--- config.mk ---
export PLATFORM = sky130hd
export DESIGN_NAME = or1200_insn_monitor_flat
export DESIGN_NICKNAME = d
export VERILOG_FILES = /design/src/rtl/or1200_monitor_pkg.sv /design/src/rtl/or1200_insn_monitor_if.sv /design/src/rtl/or1200_nop_decode.sv /design/src/rtl/or1200_insn_monitor.sv /design/src/flat_wrapper.sv
export SDC_FILE = /design/constraint.sdc
export NUM_CORES = 1
export LEC_CHECK = 0
export CAP_MARGIN = 20
export CORE_MARGIN = 8
export CORE_UTILIZATION = 40
export CTS_BUF_LIST = sky130_fd_sc_hd__clkbuf_2 sky130_fd_sc_hd__clkbuf_4 sky130_fd_sc_hd__clkbuf_8
export CTS_CLUSTER_DIAMETER = 30
export DETAILED_ROUTE_END_ITERATION = 7
export DONT_BUFFER_PORTS = 1
export GPL_TIMING_DRIVEN = 1
export MAX_ROUTING_LAYER = met4
export PLACE_DENSITY = 0.59
export SLEW_MARGIN = 20
export SYNTH_ARGS = -nofsm -noshare
export SYNTH_HDL_FRONTEND = slang
export SYNTH_SLANG_ARGS = --single-unit
--- constraint.sdc ---
create_clock -name clk -period 2.1 [get_ports clk]
set_input_delay 0.42 -clock clk [delete_from_list [all_inputs] [get_ports clk]]
set_output_delay 0.42 -clock clk [all_outputs]
set_load 0.02 [all_outputs]
--- src/rtl/or1200_monitor_pkg.sv ---
// Shared opcode constants and decode result type for the OR1200 instruction monitor.
package or1200_monitor_pkg;

  localparam int unsigned INSN_W = 32;
  localparam int unsigned K_W    = 16;

  // Upper half of an l.nop K instruction word.
  localparam logic [K_W-1:0] OR1200_NOP_OPC = 16'h1500;

  // Default simulation-control K values.
  localparam logic [K_W-1:0] OR1200_NOP_EXIT   = 16'h0001;
  localparam logic [K_W-1:0] OR1200_NOP_REPORT = 16'h0002;
  localparam logic [K_W-1:0] OR1200_NOP_PUTC   = 16'h0004;

  typedef enum logic [1:0] {
    KIND_NONE   = 2'd0,
    KIND_EXIT   = 2'd1,
    KIND_REPORT = 2'd2,
    KIND_PUTC   = 2'd3
  } nop_kind_t;

endpackage

--- src/rtl/or1200_insn_monitor_if.sv ---
// Write-back stage view of the CPU as seen by the instruction monitor.
interface or1200_insn_monitor_if;

  logic [31:0] wb_insn;
  logic        wb_valid;
  logic [31:0] gpr_r3;

  modport master (output wb_insn, output wb_valid, output gpr_r3);
  modport slave  (input  wb_insn, input  wb_valid, input  gpr_r3);

endinterface

--- src/rtl/or1200_nop_decode.sv ---
// Combinational classifier for simulation-control l.nop K instructions.
module or1200_nop_decode
  import or1200_monitor_pkg::*;
#(
  parameter logic [15:0] NOP_EXIT   = OR1200_NOP_EXIT,
  parameter logic [15:0] NOP_REPORT = OR1200_NOP_REPORT,
  parameter logic [15:0] NOP_PUTC   = OR1200_NOP_PUTC
) (
  input  logic        wb_valid_i,
  input  logic [31:0] wb_insn_i,
  output nop_kind_t   nop_kind_c
);

  logic [K_W-1:0] k_c;
  assign k_c = wb_insn_i[K_W-1:0];

  // Only valid l.nop words with a known K produce an event; the bubble word has a different opcode half.
  always_comb begin
    nop_kind_c = KIND_NONE;
    if (wb_valid_i && (wb_insn_i[INSN_W-1:K_W] == OR1200_NOP_OPC)) begin
      if (k_c == NOP_EXIT) begin
        nop_kind_c = KIND_EXIT;
      end else if (k_c == NOP_REPORT) begin
        nop_kind_c = KIND_REPORT;
      end else if (k_c == NOP_PUTC) begin
        nop_kind_c = KIND_PUTC;
      end
    end
  end

endmodule

--- src/rtl/or1200_insn_monitor.sv ---
// Retired-instruction counter and simulation-control nop event monitor for OR1200.
module or1200_insn_monitor
  import or1200_monitor_pkg::*;
#(
  parameter logic [15:0] NOP_EXIT   = OR1200_NOP_EXIT,
  parameter logic [15:0] NOP_REPORT = OR1200_NOP_REPORT,
  parameter logic [15:0] NOP_PUTC   = OR1200_NOP_PUTC,
  parameter int unsigned CNT_W      = 32,
  // Lets an enclosing bench keep running after the program exits.
  parameter bit          SIM_FINISH = 1'b1
) (
  input  logic             clk,
  input  logic             rst_n,
  or1200_insn_monitor_if.slave wb,
  output logic [CNT_W-1:0] insn_count,
  output logic             exit_o,
  output logic [31:0]      exit_code,
  output logic             report_o,
  output logic [31:0]      report_data,
  output logic             putc_o,
  output logic [7:0]       putc_char,
  output logic             halted
);

  nop_kind_t        nop_kind_c;
  logic             retire_c;

  logic [CNT_W-1:0] cnt_q,         cnt_d;
  logic             halted_q,      halted_d;
  logic             exit_q,        exit_d;
  logic             report_q,      report_d;
  logic             putc_q,        putc_d;
  logic [31:0]      exit_code_q,   exit_code_d;
  logic [31:0]      report_data_q, report_data_d;
  logic [7:0]       putc_char_q,   putc_char_d;

  or1200_nop_decode #(
    .NOP_EXIT   (NOP_EXIT),
    .NOP_REPORT (NOP_REPORT),
    .NOP_PUTC   (NOP_PUTC)
  ) u_nop_decode (
    .wb_valid_i (wb.wb_valid),
    .wb_insn_i  (wb.wb_insn),
    .nop_kind_c (nop_kind_c)
  );

  // Once halted, the CPU side is ignored entirely until reset.
  assign retire_c = wb.wb_valid & ~halted_q;

  // Next-state: count retirements, capture r3 and fire one-cycle strobes for control nops.
  always_comb begin
    cnt_d         = cnt_q;
    halted_d      = halted_q;
    exit_d        = 1'b0;
    report_d      = 1'b0;
    putc_d        = 1'b0;
    exit_code_d   = exit_code_q;
    report_data_d = report_data_q;
    putc_char_d   = putc_char_q;
    if (retire_c) begin
      cnt_d = cnt_q + CNT_W'(1);
      case (nop_kind_c)
        KIND_EXIT: begin
          exit_d      = 1'b1;
          exit_code_d = wb.gpr_r3;
          halted_d    = 1'b1;
        end
        KIND_REPORT: begin
          report_d      = 1'b1;
          report_data_d = wb.gpr_r3;
        end
        KIND_PUTC: begin
          putc_d      = 1'b1;
          putc_char_d = wb.gpr_r3[7:0];
        end
        default: ;
      endcase
    end
  end

  // State registers with asynchronous clear.
  always_ff @(posedge clk or negedge rst_n) begin
    if (!rst_n) begin
      cnt_q         <= '0;
      halted_q      <= 1'b0;
      exit_q        <= 1'b0;
      report_q      <= 1'b0;
      putc_q        <= 1'b0;
      exit_code_q   <= '0;
      report_data_q <= '0;
      putc_char_q   <= '0;
    end else begin
      cnt_q         <= cnt_d;
      halted_q      <= halted_d;
      exit_q        <= exit_d;
      report_q      <= report_d;
      putc_q        <= putc_d;
      exit_code_q   <= exit_code_d;
      report_data_q <= report_data_d;
      putc_char_q   <= putc_char_d;
    end
  end

  assign insn_count  = cnt_q;
  assign halted      = halted_q;
  assign exit_o      = exit_q;
  assign exit_code   = exit_code_q;
  assign report_o    = report_q;
  assign report_data = report_data_q;
  assign putc_o      = putc_q;
  assign putc_char   = putc_char_q;

`ifndef SYNTHESIS
  // Console side effects of the control nops, one edge after each strobe is raised.
  always @(posedge clk) begin
    if (rst_n) begin
      if (report_q) begin
        $display("report (0x%08h)", report_data_q);
      end
      if (putc_q) begin
        $write("%c", putc_char_q);
      end
      if (exit_q) begin
        $display("exit(0x%08h) after %0d instructions", exit_code_q, cnt_q);
        if (SIM_FINISH) begin
          $finish;
        end
      end
    end
  end
`endif

endmodule

--- src/flat_wrapper.sv ---
// flat-port wrapper written by rule: the top's interface ports become plain ports
module or1200_insn_monitor_flat import or1200_monitor_pkg::*;
#(
  parameter logic [15:0] NOP_EXIT   = OR1200_NOP_EXIT,
  parameter logic [15:0] NOP_REPORT = OR1200_NOP_REPORT,
  parameter logic [15:0] NOP_PUTC   = OR1200_NOP_PUTC,
  parameter int unsigned CNT_W      = 32,
                                                                  
  parameter bit          SIM_FINISH = 1'b1
)
  (clk, rst_n, insn_count, exit_o, exit_code, report_o, report_data, putc_o, putc_char, halted, wb_wb_insn, wb_wb_valid, wb_gpr_r3);
  or1200_insn_monitor_if wb_i ();
  input  logic clk;
  input  logic rst_n;
  output logic [CNT_W-1:0] insn_count;
  output logic exit_o;
  output logic [31:0] exit_code;
  output logic report_o;
  output logic [31:0] report_data;
  output logic putc_o;
  output logic [7:0] putc_char;
  output logic halted;
  input wire logic [$bits(wb_i.wb_insn)-1:0] wb_wb_insn;
  input wire logic [$bits(wb_i.wb_valid)-1:0] wb_wb_valid;
  input wire logic [$bits(wb_i.gpr_r3)-1:0] wb_gpr_r3;
  assign wb_i.wb_insn = wb_wb_insn;
  assign wb_i.wb_valid = wb_wb_valid;
  assign wb_i.gpr_r3 = wb_gpr_r3;
  or1200_insn_monitor #(.NOP_EXIT(NOP_EXIT), .NOP_REPORT(NOP_REPORT), .NOP_PUTC(NOP_PUTC), .CNT_W(CNT_W), .SIM_FINISH(SIM_FINISH)) u_core (.clk(clk), .rst_n(rst_n), .wb(wb_i), .insn_count(insn_count), .exit_o(exit_o), .exit_code(exit_code), .report_o(report_o), .report_data(report_data), .putc_o(putc_o), .putc_char(putc_char), .halted(halted));
endmodule
==> metrics <==
status finished with violations; failing checks hold timing; complex-gate fraction of the synthesized area 0%; Row Count 38; RD Place Congestion 0.690; largest net degree at the start of global routing 109; Post-synth EDFFs 0; first drt pass iteration count 4; post-synthesis mux area share 20.7%; Vert. Die Dim 122 µm; WHS -280 ps; syn_nets 372; # DRC 0; final wirelength 10.6 mm; Max Clk Rate 493 MHz; clock-pin slew on the worst setup and hold paths 100 ps; met3 WL 1.20 mm; worst slew pin tran 371 ps; Final Cell Area 0.00496 mm²; Layout Area Growth over Synthesis 11.2%; share of cells above drive strength 1 33.3%; final worst path period need 2030 ps; chip width 122 µm; vias in the first global route 2630; CTS sink count 108; Area contributors post-synth dfrtp_1, mux2_4, mux2_2; Synth top area share 60.6%; initial antenna violation count 0; Synth Cell Area 0.00446 mm²; endpoints failing setup 0; gr ovfl total 0; first-pass GRT wire length 16.3 mm; # IOs 175; met2 wire len 5.08 mm; crit-path max FO 32; Hold WC Path Type input pin to asynchronous set/reset pin; crit path launch type flop; post-synth top area cell dfrtp_1; fin crit share 96.6%; ys flop type dfrtp_1; core area 0.0109 mm²; Gate Count Post-Synth 304; met1 WL 4.15 mm; Synth Area in Adders 0.280%; asr flop ratio synth 100%; WP data arrival 2300 ps; vias per cell 5.30; post-DR wirelength/cell 22.5 µm; reg2reg setup slack 70 ps; MaxCap Viol Count 0; DP Wirelength 7.92 mm; CTS Buf Count 9; RSZ-0062 raised after global routing no; fillers 990; antenna cells 0; post-synthesis sequential area ratio 60.6%; crit path capture type flop; Syn. warnings 0; CTS tree built; Simple-Gate Fraction of Synth Area 11.0%; input/output buffers 0; syn_area_per_cell 14.7 µm²; FF+latch count, synth 108; Clock Latency Late Sink 380 ps; max_slew headroom 74.9%; Worst EP required 2370 ps; synth unique cells 29; P per Cell Area 752 mW/mm²; CTS root buf clkbuf_8; Slew Limit Fails 0; # H-tree levels 3; initial core utilization 41.0%; Crit Path Category flop to flop; Pwr Total 3.74 mW; Area after DPL 0.00477 mm²; leakage 2.45 nW; Clock Path Buffers 2; largest family of logic cells by synthesized area multiplexers; die area 0.0148 mm²; highest routed layer met4; Net count, final 393; GRT Util Overall 14.9%; Peak VDD IR 416 µV; vias 2492; Iter 0 DRT Violations 194; post-route ant nets 0; clock skew 9.47 ps; Hold Fails Final Rpt 108; Post-Synth XOR/XNOR Area 6.08%
metal layers:
| metal | vias up | GRT usage [%] |
|---|---|---|
| li1 | 1125 | - |
| met1 | 1247 | 16.9 |
| met2 | 107 | 22.8 |
| met3 | 13 | 7.31 |
| met4 | 0 | 4.70 |
| met5 | - | - |
path summary, 6_finish.rpt:
| check | start | to | cells after the start |
|---|---|---|---|
| max | u_core.halted | u_core.report_data[13] | 5 |
| min | rst_n | u_core.exit_code[25] | 0 |
| max reg2reg | u_core.halted | u_core.report_data[13] | 5 |
| min reg2reg | u_core.insn_count[31] | u_core.insn_count[31] | 1 |
| max in group asynchronous | rst_n | u_core.report_data[11] | 0 |
| min in group clk | wb_gpr_r3[13] | u_core.exit_code[13] | 1 |
state kept, by name (all words and copies together), names as in the netlist:
name	count
u_core.report_data	32
u_core.report_o	1
u_core.halted	1
u_core.putc_o	1
u_core.putc_char	8
u_core.exit_o	1
u_core.exit_code	32
u_core.insn_count	32
synthesized netlist by cell type (all sizes together) (3+ instances only):
master / instances
nand4: 16
nand3: 14
and2: 4
nor4: 8
mux2: 72
nand2: 14
nor3: 6
and3: 4
buf: 7
xor2: 3
xnor2: 28
dfrtp: 108
nor2: 6
placed cells by master (no fill, tap or decap), drive strengths merged, types with 2 or more instances in the layout:
cell type	instances
nand3b	2
or4	2
buf	19
mux2	72
and2	4
inv	3
xnor2	28
nor4	8
nand4	16
nand3	14
clkbuf	11
and3	4
xor2	3
nor2	6
dfrtp	108
nor3	6
nand2	14
layout make-up:
class	count	area, µm²	area share (%)
Clock buffer	11	151	3.05
Clock inverter	5	41.3	0.832
Multi-Input combinational cell	187	1730	34.8
Sequential cell	108	2700	54.4
Tap cell	140	175	3.53
Timing Repair Buffer	19	168	3.38
worst max-delay path: stages (launching register included):
cell     delay, ps
dfrtp_1        400
nor2b_2        150
nand4_2        130
or4_2          670
buf_12         220
mux2_1         340
power by group:
group | internal [mW] | switching (mW)
Sequential | 2.14 | 0.0974
Clock | 0.512 | 0.727
Combinational | 0.107 | 0.156
through the flow:
stage	TNS (ps)	worst slack (ps)	hold WS [ps]	std cells	utilization, %
detailed placement	-12670	-289	127	454	43.8
finish	0	72.1	-280	470	45.6
floorplan	0	1.62	124	304	-
global route	0	12.7	-318	470	45.6
global placement	-16040	-322	127	454	43.8
CTS	0	47.9	-309	470	45.6
logic make-up after synthesis:
kind of cell / after synthesis
XOR/XNOR: 31
adder cells (fa/ha/maj): 1
buffers and inverters: 9
flip-flops: 108
multiplexers: 72
AND/OR/NAND/NOR: 83
timing repair:
action	in CTS	in global routing
endpoints found under the setup margin	2	0
buffers inserted	0	0
endpoints found under the hold margin	108	108
gates resized for setup	1	0
Power figures use the tool's default switching activity.
